$ cat src/rtl/txpause_gate_if.sv
// TX AXIS path through txpause_gate: user-side inputs (*_i) and encoder-side outputs (*_o).
// A beat transfers on a clock edge where valid and ready are both high; the sender holds data until then.
interface txpause_gate_if;
  logic [63:0] tdata_i;
  logic [7:0]  tkeep_i;
  logic        tvalid_i;
  logic        tlast_i;
  logic        tuser_i;
  logic        tready_o;
  logic [63:0] tdata_o;
  logic [7:0]  tkeep_o;
  logic        tvalid_o;
  logic        tlast_o;
  logic        tuser_o;
  logic        tready_i;

  modport slave (
    input  tdata_i, tkeep_i, tvalid_i, tlast_i, tuser_i, tready_i,
    output tready_o, tdata_o, tkeep_o, tvalid_o, tlast_o, tuser_o
  );

  modport master (
    output tdata_i, tkeep_i, tvalid_i, tlast_i, tuser_i, tready_i,
    input  tready_o, tdata_o, tkeep_o, tvalid_o, tlast_o, tuser_o
  );
endinterface

$ cat src/rtl/txpause_gate.sv
// TX pause gate: holds user frames at a boundary while paused and inserts local PAUSE frames.
// Optional macro TXPAUSE_STATS_EN adds paused_cycles_o (saturating count of held cycles with tvalid_i).
module txpause_gate (
  input  logic        clk,
  input  logic        rst,
  txpause_gate_if.slave bus,
  input  logic        rx_pause_active,
  input  logic        cfg_tx_pause_enable,
  input  logic [47:0] cfg_src_mac,
  input  logic        tx_pause_req,
  input  logic [15:0] tx_pause_quanta,
  output logic        tx_pause_busy,
  output logic [1:0]  state_dbg
`ifdef TXPAUSE_STATS_EN
  ,
  output logic [31:0] paused_cycles_o
`endif
);

  typedef enum logic [1:0] {
    S_IDLE   = 2'd0,
    S_DATA   = 2'd1,
    S_PFRAME = 2'd2,
    S_HOLD   = 2'd3
  } state_t;

  state_t      state;
  logic        pend;
  logic [15:0] pend_quanta;
  logic [15:0] act_quanta;
  logic [2:0]  beat;

  logic        hold_cond;
  logic        pass;
  logic        pframe_on;
  logic        take;
  logic        acc_in;
  logic [63:0] pf_data;

  assign hold_cond = cfg_tx_pause_enable && rx_pause_active;
  assign acc_in    = bus.tvalid_i && bus.tready_i;
  assign take      = pend && (state == S_IDLE || state == S_HOLD);
  assign pframe_on = !rst && (state == S_PFRAME);
  assign state_dbg = state;
  assign tx_pause_busy = !rst && (pend || state == S_PFRAME);

  always_comb begin
    pass = 1'b0;
    case (state)
      S_IDLE:  pass = !pend && !hold_cond;
      S_DATA:  pass = 1'b1;
      default: pass = 1'b0;
    endcase
    if (rst) pass = 1'b0;
  end

  // Byte n of a beat sits at [8n+7:8n]; the MAC is sent most significant byte first.
  always_comb begin
    pf_data = '0;
    case (beat)
      3'd0: pf_data = {cfg_src_mac[39:32], cfg_src_mac[47:40], 48'h0100_00C2_8001};
      3'd1: pf_data = {32'h0100_0888, cfg_src_mac[7:0], cfg_src_mac[15:8],
                       cfg_src_mac[23:16], cfg_src_mac[31:24]};
      3'd2: pf_data = {48'h0, act_quanta[7:0], act_quanta[15:8]};
      default: pf_data = '0;
    endcase
  end

  always_comb begin
    bus.tready_o = pass && bus.tready_i;
    bus.tvalid_o = 1'b0;
    bus.tdata_o  = '0;
    bus.tkeep_o  = '0;
    bus.tlast_o  = 1'b0;
    bus.tuser_o  = 1'b0;
    if (pass && bus.tvalid_i) begin
      bus.tvalid_o = 1'b1;
      bus.tdata_o  = bus.tdata_i;
      bus.tkeep_o  = bus.tkeep_i;
      bus.tlast_o  = bus.tlast_i;
      bus.tuser_o  = bus.tuser_i;
    end else if (pframe_on) begin
      bus.tvalid_o = 1'b1;
      bus.tdata_o  = pf_data;
      bus.tkeep_o  = (beat == 3'd7) ? 8'h0F : 8'hFF;
      bus.tlast_o  = (beat == 3'd7);
      bus.tuser_o  = 1'b1;
    end
  end

  always_ff @(posedge clk) begin
    if (rst) begin
      state       <= S_IDLE;
      pend        <= 1'b0;
      pend_quanta <= '0;
      act_quanta  <= '0;
      beat        <= '0;
    end else begin
      case (state)
        S_IDLE: begin
          if (pend) begin
            state <= S_PFRAME;
            beat  <= '0;
          end else if (hold_cond) begin
            state <= S_HOLD;
          end else if (acc_in && !bus.tlast_i) begin
            state <= S_DATA;
          end
        end
        S_DATA: begin
          if (acc_in && bus.tlast_i) state <= S_IDLE;
        end
        S_HOLD: begin
          if (pend) begin
            state <= S_PFRAME;
            beat  <= '0;
          end else if (!hold_cond) begin
            state <= S_IDLE;
          end
        end
        S_PFRAME: begin
          if (bus.tready_i) begin
            if (beat == 3'd7) state <= S_IDLE;
            beat <= beat + 3'd1;
          end
        end
        default: state <= S_IDLE;
      endcase
      if (take) begin
        act_quanta <= pend_quanta;
        pend       <= 1'b0;
      end
      // A request on the hand-over cycle lands after the clear, so it queues another frame.
      if (tx_pause_req) begin
        pend        <= 1'b1;
        pend_quanta <= tx_pause_quanta;
      end
    end
  end

`ifdef TXPAUSE_STATS_EN
  always_ff @(posedge clk) begin
    if (rst) begin
      paused_cycles_o <= '0;
    end else if (state == S_HOLD && bus.tvalid_i && paused_cycles_o != 32'hFFFF_FFFF) begin
      paused_cycles_o <= paused_cycles_o + 32'd1;
    end
  end
`endif

endmodule

$ cat src/flat_wrapper.sv
// flat-port wrapper written by rule: the top's interface ports become plain ports
module txpause_gate_flat 
  (clk, rst, rx_pause_active, cfg_tx_pause_enable, cfg_src_mac, tx_pause_req, tx_pause_quanta, tx_pause_busy, state_dbg, bus_tdata_i, bus_tkeep_i, bus_tvalid_i, bus_tlast_i, bus_tuser_i, bus_tready_i, bus_tready_o, bus_tdata_o, bus_tkeep_o, bus_tvalid_o, bus_tlast_o, bus_tuser_o);
  txpause_gate_if bus_i ();
  input  logic clk;
  input  logic rst;
  input  logic rx_pause_active;
  input  logic cfg_tx_pause_enable;
  input  logic [47:0] cfg_src_mac;
  input  logic tx_pause_req;
  input  logic [15:0] tx_pause_quanta;
  output logic tx_pause_busy;
  output logic [1:0] state_dbg;
  input wire logic [$bits(bus_i.tdata_i)-1:0] bus_tdata_i;
  input wire logic [$bits(bus_i.tkeep_i)-1:0] bus_tkeep_i;
  input wire logic [$bits(bus_i.tvalid_i)-1:0] bus_tvalid_i;
  input wire logic [$bits(bus_i.tlast_i)-1:0] bus_tlast_i;
  input wire logic [$bits(bus_i.tuser_i)-1:0] bus_tuser_i;
  input wire logic [$bits(bus_i.tready_i)-1:0] bus_tready_i;
  output wire logic [$bits(bus_i.tready_o)-1:0] bus_tready_o;
  output wire logic [$bits(bus_i.tdata_o)-1:0] bus_tdata_o;
  output wire logic [$bits(bus_i.tkeep_o)-1:0] bus_tkeep_o;
  output wire logic [$bits(bus_i.tvalid_o)-1:0] bus_tvalid_o;
  output wire logic [$bits(bus_i.tlast_o)-1:0] bus_tlast_o;
  output wire logic [$bits(bus_i.tuser_o)-1:0] bus_tuser_o;
  assign bus_i.tdata_i = bus_tdata_i;
  assign bus_i.tkeep_i = bus_tkeep_i;
  assign bus_i.tvalid_i = bus_tvalid_i;
  assign bus_i.tlast_i = bus_tlast_i;
  assign bus_i.tuser_i = bus_tuser_i;
  assign bus_i.tready_i = bus_tready_i;
  assign bus_tready_o = bus_i.tready_o;
  assign bus_tdata_o = bus_i.tdata_o;
  assign bus_tkeep_o = bus_i.tkeep_o;
  assign bus_tvalid_o = bus_i.tvalid_o;
  assign bus_tlast_o = bus_i.tlast_o;
  assign bus_tuser_o = bus_i.tuser_o;
  txpause_gate u_core (.clk(clk), .rst(rst), .bus(bus_i), .rx_pause_active(rx_pause_active), .cfg_tx_pause_enable(cfg_tx_pause_enable), .cfg_src_mac(cfg_src_mac), .tx_pause_req(tx_pause_req), .tx_pause_quanta(tx_pause_quanta), .tx_pause_busy(tx_pause_busy), .state_dbg(state_dbg));
endmodule
$ cat config.mk
export PLATFORM = sky130hd
export DESIGN_NAME = txpause_gate_flat
export DESIGN_NICKNAME = d
export VERILOG_FILES = /design/src/rtl/txpause_gate_if.sv /design/src/rtl/txpause_gate.sv /design/src/flat_wrapper.sv
export SDC_FILE = /design/constraint.sdc
export NUM_CORES = 1
export LEC_CHECK = 0
export ABC_CLOCK_PERIOD_IN_PS = 2800
export BUFFER_PORTS_ARGS = -buffer_cell sky130_fd_sc_hd__buf_2
export CORE_MARGIN = 5
export CORE_UTILIZATION = 39
export CTS_BUF_LIST = sky130_fd_sc_hd__clkbuf_2 sky130_fd_sc_hd__clkbuf_4 sky130_fd_sc_hd__clkbuf_8
export CTS_CLUSTER_DIAMETER = 150
export DETAILED_ROUTE_END_ITERATION = 6
export PLACE_DENSITY = 0.83
export SYNTH_ARGS = -nofsm -noshare
export SYNTH_HDL_FRONTEND = slang
export SYNTH_SLANG_ARGS = --single-unit
$ cat constraint.sdc
create_clock -name clk -period 2.8 [get_ports clk]
set_input_delay 0.42 -clock clk [delete_from_list [all_inputs] [get_ports clk]]
set_output_delay 0.42 -clock clk [all_outputs]
set_load 0.05 [all_outputs]
==> results by group, run 1 <==
Status
  – Status: complete, no violations

Setup path
  – Crit path cell chain: inv_2, ha_4, nor2b_4, a21o_4, a2111oi_4, buf_4, buf_6, a221o_1, buf_6
  – WP data required: 2380 ps
  – Most frequent CP cell: buf_6
  – Crit path launch type: flip-flop
  – Largest fanout on the critical path: 5
  – CP Buf/Inv Count: 4
  – Worst path arrival time: 2310 ps
  – Cell family with most CP delay: compound AO/OA/AOI/OAI gates
  – Slowest Stage Delay on Critical Path: 430 ps
  – Critical Path End Type: primary output
  – Crit path kind: flip-flop to primary output
  – Slowest cell on crit path: a2111oi_4

Cells and area
  – Area Overhead vs Synth: 66.6%
  – NumNets Final: 681
  – Final Cell Area: 4210 sq um
  – Share of layout cells above drive strength 1: 52.9%
  – FF/Latch Area: 766 sq um
  – Footprint of the multi-input gates: 1830 sq um
  – Filler cells: 533
  – Ant diodes: 0

Placement
  – PortBufs: 223
  – Placed Area: 3920 sq um
  – Worst slack, placed: 253 ps
  – Placed wire-length estimate: 9.35 mm
  – Placer Congestion: 0.974

Floorplan
  – Area of the die: 8190 sq um
  – Core box area: 6310 sq um
  – Initial Utilization: 40.0%
  – # IOs: 224
  – Chip height: 90.5 um
  – Die width: 90.5 um
  – Cell Rows: 29

Logic synthesis
  – Syn avg cell area: 8.34 sq um
  – Async S/R FF share, synth: 0%
  – Distinct cell type count after synthesis: 37
  – Seq/Total Area, Yosys: 30.1%
  – Synth area leader: dfxtp_1
  – EDFF count, synth: 0
  – Synth cell count leaders: dfxtp_1, nand2_1, a22o_1, a21oi_1, nor2_1
  – Most common cell in the synthesized netlist: dfxtp_1
  – Yosys top cell area share: 30.1%
  – Mapped Nets: 458
  – Yosys Warn Count: 0
  – Synth Flop Type: dfxtp_1
  – Synthesized flop and latch total: 38
  – Synth area leaders: dfxtp_1, a22o_1, mux2i_1
  – Synthesized area: 2530 sq um
  – Syn Inst Count: 303

Timing
  – Final Hold Viols: 0
  – Fin. max-slew vios: 0
  – Crit path time final: 2730 ps
  – Worst hold slack: 378 ps
  – Peak Freq: 367 MHz
  – Post-route setup slack: 74.1 ps
  – Worst Max-Slew Pin Slew: 517 ps
  – Finish-stage setup viols: 0
  – Final Cycle Share: 97.4%
  – Setup TNS after final layout: 0 ps
  – Clock Skew: 5.26 ps
  – Relative slew margins: 65.5%

Clock tree
  – CTS Hold Bufs: 0
  – TritonCTS Buffers: 5
  – CTS Buffer Depth: 2
  – H-tree depth: 2
  – Root Driver: clkbuf_8
  – Clk_lat worst skew: 280 ps
  – Worst-path clk slew: 70 ps
  – Num Clock Sinks: 38
  – CTS tree: done

Global routing
  – Initial antenna violation count: 2
  – Number of global-route vias before repair: 3,046
  – Grt ovf: 0
  – First-pass GRT wire length: 17.1 mm
  – Largest net degree at the start of global routing: 63
  – Total track usage: 25.7%

Route
  – Drt via density: 5.42
  – Wirelength per Cell: 19.1 um
  – Antenna viol nets, final: 0
  – DRC Markers: 0
  – DRT Pass-1 Iters: 4
  – Total wire length: 11.5 mm
  – Vias: 3,274
  – Initial drt markers: 144

Pwr
  – Worst VDD drop: 0.707 mV
  – Power per cell area: 704 nW/um^2
  – LEAKAGE: 2.16 nW

Flow run
  – Max cap viols: 0

Min path
  – Worst hold path class: primary input to flip-flop
cell type report:
type | count | area share (%)
inverters | 7 | 0.683
flip-flops and latches | 38 | 18.2
clock inverters | 1 | 0.119
clock buffers | 7 | 2.14
repair buffers | 244 | 33.2
well taps | 77 | 2.29
multi-input cells | 230 | 43.4
registers in the layout, indices dropped and copies added, names as in the netlist:
| signal | cells |
|---|---|
| u_core.act_quanta | 16 |
| u_core.beat | 3 |
| u_core.pend | 1 |
| u_core.pend_quanta | 16 |
| u_core.state_dbg | 2 |
what timing repair did:
action | CTS | global route
buffers inserted | 0 | 7
cloned | 0 | 3
gates resized for setup | 8 | 44
pin swaps | 0 | 4
setup endpoints to repair | 31 | 73
metal layers:
| metal | track usage, % | wire (um) | vias up |
|---|---|---|---|
| met5 | 0 | 39 | - |
| met4 | 4.59 | 216 | 4 |
| met3 | 7.92 | 958 | 26 |
| met2 | 46.3 | 6050 | 165 |
| met1 | 29.8 | 4260 | 1526 |
| li1 | - | - | 1553 |
tightest hold or removal path, cell delays in order:
cell	delay, ps
buf_2	80
mux2i_1	60
nor2_1	70
stage by stage:
step	total power [mW]	util (%)	std cells
2_1_floorplan	1.96	-	303
3_3_place_gp	2.39	62.1	586
3_5_place_dp	2.41	62.1	586
4_1_cts	2.81	64.0	594
5_1_grt	3.11	66.7	604
6_report	2.97	66.7	604
cells in the final DEF (no fill, tap or decap), types with 2 or more instances in the layout:
cell       synthesis  final
a21o_1            10     10
a21oi_1           25     24
a221o_1            5      5
a22o_1            30     30
a22oi_1           14     14
and2_1            12     12
buf_12             0      3
buf_2             10    201
buf_4              0     24
buf_6              2      8
clkbuf_4           0      9
clkbuf_8           0      6
dfxtp_1           38     36
ha_1              10      7
ha_2               0      2
inv_1              7      5
mux2i_1           17     17
nand2_1           37     37
nand3_1            5      5
nor2_1            22     22
nor2b_1            4      4
o21ai_0            2      2
o2bb2ai_1         18      8
o2bb2ai_4          0      9
logic make-up after synthesis:
group,Yosys count,synth area share (%)
AO/OA/AOI/OAI,111,34.7
adder cells (fa/ha/maj),10,4.95
buffers and inverters,35,6.29
flip-flops,38,30.1
multiplexers,18,7.18
AND/OR/NAND/NOR,91,16.8
worst paths after layout:
path | startpoint | to | slack (ps) | depth (start not counted)
max | u_core.state_dbg[0] | bus_tdata_o[56] | 70 | 9
min | tx_pause_quanta[10] | u_core.pend_quanta[10] | 380 | 3
max reg2reg | u_core.state_dbg[0] | u_core.state_dbg[1] | 1020 | 7
min reg2reg | u_core.act_quanta[8] | u_core.act_quanta[8] | 460 | 2
where the power goes:
group          internal (mW)  switching, mW
sequential             0.591         0.0376
combinational          0.658           1.30
clock                  0.208          0.175
Power figures use the tool's default switching activity.
==> inputs of run 2 (changes only) <==
--- a/config.mk
+++ b/config.mk
@@ -5,14 +5,15 @@
 export SDC_FILE = /design/constraint.sdc
 export NUM_CORES = 1
 export LEC_CHECK = 0
+export ABC_AREA = 1
 export ABC_CLOCK_PERIOD_IN_PS = 2800
 export BUFFER_PORTS_ARGS = -buffer_cell sky130_fd_sc_hd__buf_2
 export CORE_MARGIN = 5
-export CORE_UTILIZATION = 39
+export CORE_UTILIZATION = 41
 export CTS_BUF_LIST = sky130_fd_sc_hd__clkbuf_2 sky130_fd_sc_hd__clkbuf_4 sky130_fd_sc_hd__clkbuf_8
 export CTS_CLUSTER_DIAMETER = 150
 export DETAILED_ROUTE_END_ITERATION = 6
-export PLACE_DENSITY = 0.83
+export PLACE_DENSITY = 0.84
 export SYNTH_ARGS = -nofsm -noshare
 export SYNTH_HDL_FRONTEND = slang
 export SYNTH_SLANG_ARGS = --single-unit
==> results by group, run 2 <==
Timing
  – Final Cycle Share: 94.6% (-2.7 points)
  – Fin. max-slew vios: 0 (unchanged)
  – Clock Skew: 7.02 ps (+1.76 ps)
  – Final Hold Viols: 0 (unchanged)
  – Worst Max-Slew Pin Slew: 578 ps (+61.0 ps)
  – Relative slew margins: 61.3% (-4.2 points)
  – Peak Freq: 377 MHz (+2.9%)
  – Post-route setup slack: 150 ps (+75.8 ps)
  – Crit path time final: 2650 ps (-75.8 ps)
  – RSZ-0062 raised after global routing: no
  – Finish-stage setup viols: 0 (unchanged)

Setup path
  – Crit path kind: flip-flop to primary output
  – Worst path arrival time: 2230 ps (-80 ps)
  – WP data required: 2380 ps (about the same)
  – Flop-to-flop setup slack: 1020 ps (about the same)
  – Critical Path End Type: primary output
  – Crit path launch type: flip-flop
  – Largest fanout on the critical path: 10 (+5)
  – Reg2reg end: u_core.act_quanta[10]
  – RR Startpoint: u_core.state_dbg[0]
  – Cell depth of the worst flop-to-flop path: 7 (unchanged)

Floorplan
  – Cell Rows: 30 (+3.4%)
  – # IOs: 224 (unchanged)
  – Core box area: 6680 sq um (+5.8%)
  – Area of the die: 8530 sq um (+4.2%)
  – Initial Utilization: 41.6% (+1.6 points)
  – Die width: 92.4 um (+2.1%)
  – Chip height: 92.4 um (+2.1%)

Logic synthesis
  – Synth cell count leaders: nand2_1, nor2_1, o21ai_0, dfxtp_1, nand3_1
  – Synth Flop Type: dfxtp_1
  – Seq/Total Area, Yosys: 27.3% (-2.8 points)
  – Synthesized flop and latch total: 38 (unchanged)
  – Synthesized area: 2780 sq um (+10%)
  – Syn avg cell area: 5.87 sq um (-30%)
  – Synth area leader: dfxtp_1
  – EDFF count, synth: 0 (unchanged)
  – Yosys Warn Count: 0 (unchanged)
  – Syn Inst Count: 474 (+56%)
  – Yosys top cell area share: 27.3% (-2.8 points)
  – Mapped Nets: 629 (+37%)
  – Synth area leaders: dfxtp_1, nand2_1, nor2_1
  – Distinct cell type count after synthesis: 26 (-30%)
  – Most common cell in the synthesized netlist: nand2_1
  – Async S/R FF share, synth: 0% (unchanged)

Cells and area
  – Ant diodes: 0 (unchanged)
  – Largest regs: u_core.act_quanta (16), u_core.pend_quanta (16), u_core.beat (3)
  – NumNets Final: 838 (+23%)
  – Share of layout cells above drive strength 1: 36.3% (-17 points)
  – Commonest non-fill, non-tap cell in the layout: buf_2
  – Area Overhead vs Synth: 44.7%
  – Most frequent cells in the layout: buf_2, nand2_1, nor2_1, dfxtp_1, o21ai_0

Route
  – Antenna viol nets, final: 0 (unchanged)
  – Drt via density: 4.93 (-9.0%)
  – Initial drt markers: 168 (+17%)
  – Vias: 3,770 (+15%)
  – Wirelength per Cell: 13.5 um (-29%)
  – Total wire length: 10.3 mm (-10%)
  – DRC Markers: 0 (unchanged)
  – DRT Pass-1 Iters: 5 (+1)

Status
  – Status: complete, no violations

Min path
  – Worst hold path class: primary input to flip-flop
  – Beginning of the worst hold path: tx_pause_quanta[12]
  – Worst hold endpoint: u_core.pend_quanta[12]
  – Hold Path Cell Cnt: 3 (unchanged)

Clock tree
  – TritonCTS Buffers: 5 (unchanged)
  – CTS Buffer Depth: 2 (unchanged)
  – Worst-path clk slew: 80 ps (about the same)
  – Num Clock Sinks: 38 (unchanged)
  – Postcts setup bufs: 0 (unchanged)
  – Clk_lat worst skew: 290 ps (about the same)
  – H-tree depth: 2 (unchanged)
  – CTS Hold Bufs: 0 (unchanged)
  – Root Driver: clkbuf_8
  – CTS tree: done

Pwr
  – Overall power: 2.87 mW (-3.2%)
  – Worst VDD drop: 0.487 mV (-31%)
  – LEAKAGE: 2.40 nW (+11%)
  – Power per cell area: 713 nW/um^2 (+1.3%)

Global routing
  – Initial antenna violation count: 0 (-2)
  – Grt ovf: 0 (unchanged)
  – Largest net degree at the start of global routing: 86 (+37%)
  – Number of global-route vias before repair: 3,505 (+15%)
  – First-pass GRT wire length: 16.0 mm (-6.4%)
  – Total track usage: 22.5% (-3.2 points)

Placement
  – Placer Congestion: 0.968 (-0.53%)
  – Worst slack, placed: 486 ps (+233 ps)
  – Placed wire-length estimate: 8.26 mm (-12%)
  – PortBufs: 223 (unchanged)

Flow run
  – Max cap viols: 0 (unchanged)
[run 2: final cells by class]
| cell class | count | area, sq um |
|---|---|---|
| Clock buffer | 6 | 82.6 |
| Tap cell | 80 | 100 |
| Sequential cell | 38 | 761 |
| Inverter | 35 | 136 |
| Fill cell | 643 | 2650 |
| Timing Repair Buffer | 230 | 1190 |
| Multi-Input combinational cell | 373 | 1740 |
| Clock inverter | 2 | 12.5 |
[run 2: routing by layer]
metal	GRT usage (%)	routed length (um)
met3	5.20	954
met5	0	0
met2	40.7	5200
met4	6.06	230
met1	26.3	3970
[run 2: kinds of logic after synthesis]
| logic type | Yosys count | share of synthesized area (%) |
|---|---|---|
| simple gates | 274 | 39.9 |
| compound gates | 89 | 18.2 |
| buf+inv | 63 | 10.0 |
| flops | 38 | 27.3 |
| fa+ha+maj | 10 | 4.50 |
[run 2: worst max-delay path, stage by stage (launching register included)]
cell and delay, ps:
dfxtp_1 340, inv_1 120, ha_1 170, inv_1 50, nor2_1 440, buf_4 270
a22o_1 150, nand2_1 50, nand2_1 90, buf_2 270
[run 2: through the flow]
| stage | instances | hold WS (ps) | cell area (sq um) | utilization (%) | setup TNS (ps) |
|---|---|---|---|---|---|
| 6_report | 764 | 350 | 4030 | 60.3 | 0 |
| 5_1_grt | 764 | 348 | 4030 | 60.3 | 0 |
| 4_1_cts | 764 | 347 | 4020 | 60.1 | 0 |
| 3_5_place_dp | 756 | 466 | 3920 | 58.7 | 0 |
| 3_3_place_gp | 756 | 460 | 3920 | 58.7 | 0 |
| 2_1_floorplan | 474 | 449 | 2780 | - | -615 |
[run 2: power by group]
part           switching [mW]  internal [mW]
Combinational            1.30          0.468
Sequential             0.0705          0.649
Clock                   0.186          0.198
[run 2: worst max-delay path by stage]
stage                        start               to  depth (start not counted)  slack, ps
5_1_grt        u_core.state_dbg[1]  bus_tdata_o[35]                         11         20
6_report            u_core.beat[0]  bus_tdata_o[12]                          9        150
2_1_floorplan  u_core.state_dbg[0]   bus_tdata_o[0]                          8       -200
3_5_place_dp   u_core.state_dbg[0]  bus_tdata_o[35]                         11        490
3_3_place_gp   u_core.state_dbg[0]  bus_tdata_o[43]                         11        530
4_1_cts        u_core.state_dbg[0]  bus_tdata_o[39]                         11        160
[run 2: what timing repair did]
action,4_1_cts,5_1_grt
endpoints found under the setup margin,0,4
resized for setup,0,4
hold endpoints to repair,0,0
==> inputs of run 3 (changes only) <==
--- a/config.mk
+++ b/config.mk
@@ -8,12 +8,14 @@
 export ABC_AREA = 1
 export ABC_CLOCK_PERIOD_IN_PS = 2800
 export BUFFER_PORTS_ARGS = -buffer_cell sky130_fd_sc_hd__buf_2
+export CORE_ASPECT_RATIO = 1.5
 export CORE_MARGIN = 5
 export CORE_UTILIZATION = 41
 export CTS_BUF_LIST = sky130_fd_sc_hd__clkbuf_2 sky130_fd_sc_hd__clkbuf_4 sky130_fd_sc_hd__clkbuf_8
 export CTS_CLUSTER_DIAMETER = 150
 export DETAILED_ROUTE_END_ITERATION = 6
 export PLACE_DENSITY = 0.84
+export RECOVER_POWER = 25
 export SYNTH_ARGS = -nofsm -noshare
 export SYNTH_HDL_FRONTEND = slang
 export SYNTH_SLANG_ARGS = --single-unit
==> results by group, run 3 (same netlist as run 2, synthesis figures left out) <==
Status
  – Status: complete, no violations

Setup path
  – Reg2reg end: u_core.act_quanta[4]
  – Crit path cell chain: inv_1, ha_1, nand3_2, nand2_2, nand3_4, inv_2, buf_12, nand2_1, nand2_1, buf_2
  – RR Startpoint: u_core.state_dbg[0]
  – Largest fanout on the critical path: 90 (+80)
  – Cell depth of the worst flop-to-flop path: 6 (-1)
  – Most frequent CP cell: nand2_1
  – Cell family with most CP delay: buffers and inverters
  – Slowest cell on crit path: dfxtp_1
  – Crit. path cell count: 10 (+1)
  – Crit path kind: flip-flop to primary output
  – Crit path launch type: flip-flop
  – CP Buf/Inv Count: 4 (unchanged)
  – WP data required: 2380 ps (about the same)
  – Setup crit start: u_core.state_dbg[1]
  – Worst path arrival time: 2190 ps (-40 ps)
  – Worst setup path endpoint: bus_tkeep_o[6]
  – Critical Path End Type: primary output
  – Slowest Stage Delay on Critical Path: 350 ps (-90 ps)
  – Flop-to-flop setup slack: 780 ps (-240 ps)

Global routing
  – Largest net degree at the start of global routing: 91 (+5.8%)
  – First-pass GRT wire length: 17.4 mm (+8.5%)
  – Grt ovf: 0 (unchanged)
  – Number of global-route vias before repair: 3,558 (+1.5%)
  – Initial antenna violation count: 14 (+14)
  – Total track usage: 24.4% (+1.9 points)

Route
  – Total wire length: 11.0 mm (+6.3%)
  – DRC Markers: 0 (unchanged)
  – Antenna viol nets, final: 0 (unchanged)
  – Drt via density: 4.99 (+1.1%)
  – Initial drt markers: 206 (+23%)
  – Wirelength per Cell: 14.4 um (+6.4%)
  – Vias: 3,806 (+0.95%)
  – DRT Pass-1 Iters: 4 (-1)

Floorplan
  – Chip height: 111 um (+20%)
  – Cell Rows: 36 (+20%)
  – Area of the die: 8570 sq um (+0.39%)
  – # IOs: 224 (unchanged)
  – Core box area: 6580 sq um (-1.6%)
  – Die width: 77.3 um (-16%)
  – Initial Utilization: 42.3% (+0.67 points)

Cells and area
  – FF/Latch Area: 761 sq um (unchanged)
  – Share of layout cells above drive strength 1: 35.0% (-1.3 points)
  – NumNets Final: 837 (-0.12%)
  – Largest regs: u_core.act_quanta (16), u_core.pend_quanta (16), u_core.beat (3)
  – Fin util: 62.1% (+1.8 points)
  – Commonest non-fill, non-tap cell in the layout: buf_2
  – Filler cells: 617 (-4.0%)
  – Footprint of the multi-input gates: 1750 sq um (+0.43%)
  – Most frequent cells in the layout: buf_2, nand2_1, nor2_1, dfxtp_1, o21ai_0
  – Final Cell Area: 4080 sq um (+1.4%)
  – Area Overhead vs Synth: 46.8%

Min path
  – Worst hold path class: primary input to flip-flop
  – Beginning of the worst hold path: tx_pause_quanta[10]

Timing
  – Peak Freq: 382 MHz (+1.4%)
  – Setup TNS after final layout: 0 ps (unchanged)
  – RSZ-0062 raised after global routing: no
  – Final Hold Viols: 0 (unchanged)
  – Fin. max-slew vios: 0 (unchanged)
  – Worst Max-Slew Pin Slew: 626 ps (+47.7 ps)
  – Final Cycle Share: 93.4% (-1.3 points)
  – Crit path time final: 2610 ps (-35.5 ps)
  – Finish-stage setup viols: 0 (unchanged)
  – Clock Skew: 1.70 ps (-5.32 ps)
  – Relative slew margins: 58.4% (-2.9 points)

Flow run
  – Max cap viols: 0 (unchanged)

Placement
  – Placed Area: 3930 sq um (+0.32%)
  – Placed wire-length estimate: 9.07 mm (+9.8%)
  – Placer Congestion: 0.970 (+0.18%)
  – PortBufs: 223 (unchanged)

Clock tree
  – Num Clock Sinks: 38 (unchanged)
  – CTS Buffer Depth: 2 (unchanged)
  – Worst-path clk slew: 70 ps (about the same)
  – TritonCTS Buffers: 5 (unchanged)
  – CTS Hold Bufs: 0 (unchanged)
  – H-tree depth: 2 (unchanged)
  – Root Driver: clkbuf_8
  – Clk_lat worst skew: 290 ps (about the same)
  – CTS tree: done

Pwr
  – Power per cell area: 745 nW/um^2 (+4.5%)
  – Worst VDD drop: 0.385 mV (-21%)
  – LEAKAGE: 2.39 nW (-0.37%)
==> run 3: cell count changes in the layout (fill, tap and decap cells not counted), moves of 2 or more <==
cell,before,now
clkbuf_1,0,8
buf_2,220,213
diode_2,0,4
buf_12,1,3
buf_4,5,3
bufinv_16,0,2
==> run 3: metal layers <==
metal  wire length, um  global-route usage [%]  up-vias  part of all wire (%)
li1                  -                       -     1935                     -
met1              4000                    26.5     1648                    36
met2              5250                    40.8      172                    48
met3              1510                    13.6       31                    14
met4               124                    5.62       20                   1.1
met5               105                       0        -                  0.95
==> run 3: area by class of cell <==
cell class                      count  area share, %
Multi-Input combinational cell    373           42.9
Timing Repair Buffer              229           29.2
Clock buffer                        5           1.69
Inverter                           35           3.34
Antenna cell                        4          0.245
Sequential cell                    38           18.6
Clock inverter                      3           1.69
Tap cell                           76           2.33
==> run 3: metrics by stage <==
step                      hold slack (ps)  instances  power [mW]  worst slack [ps]
after floorplan                       449        474        2.04              -205
after detailed placement              466        751        2.50               432
after CTS                             342        759        3.05               121
final                                 349        763        3.04               185
after global placement                459        751        2.46               480
after global routing                  352        763        3.24              18.7
==> run 3: timing repair <==
action / CTS / global route
endpoints found under the setup margin: 0 / 36
endpoints found under the hold margin: 0 / 0
setup buffers: 0 / 0
gates resized for setup: 0 / 3
==> run 3: worst reg2reg max path, cell delays in order (launching register included) <==
cell     delay, ps
dfxtp_1        400
inv_1          100
ha_1           330
nor2_2         450
inv_1          370
nor2_1         210
nor2_1          60
==> run 3: where the power goes <==
group | internal, mW | switching [mW]
combinational | 0.472 | 1.30
sequential | 0.649 | 0.0698
clock | 0.357 | 0.194
total | 1.48 | 1.57
==> run 3: worst min-delay path by stage <==
stage,to,slack [ps],depth (start not counted)
3_3_place_gp,u_core.act_quanta[5],460,2
4_1_cts,u_core.pend_quanta[14],340,3
5_1_grt,u_core.pend_quanta[12],350,3
2_1_floorplan,u_core.act_quanta[15],450,2
6_report,u_core.pend_quanta[10],350,3
3_5_place_dp,u_core.act_quanta[3],470,2
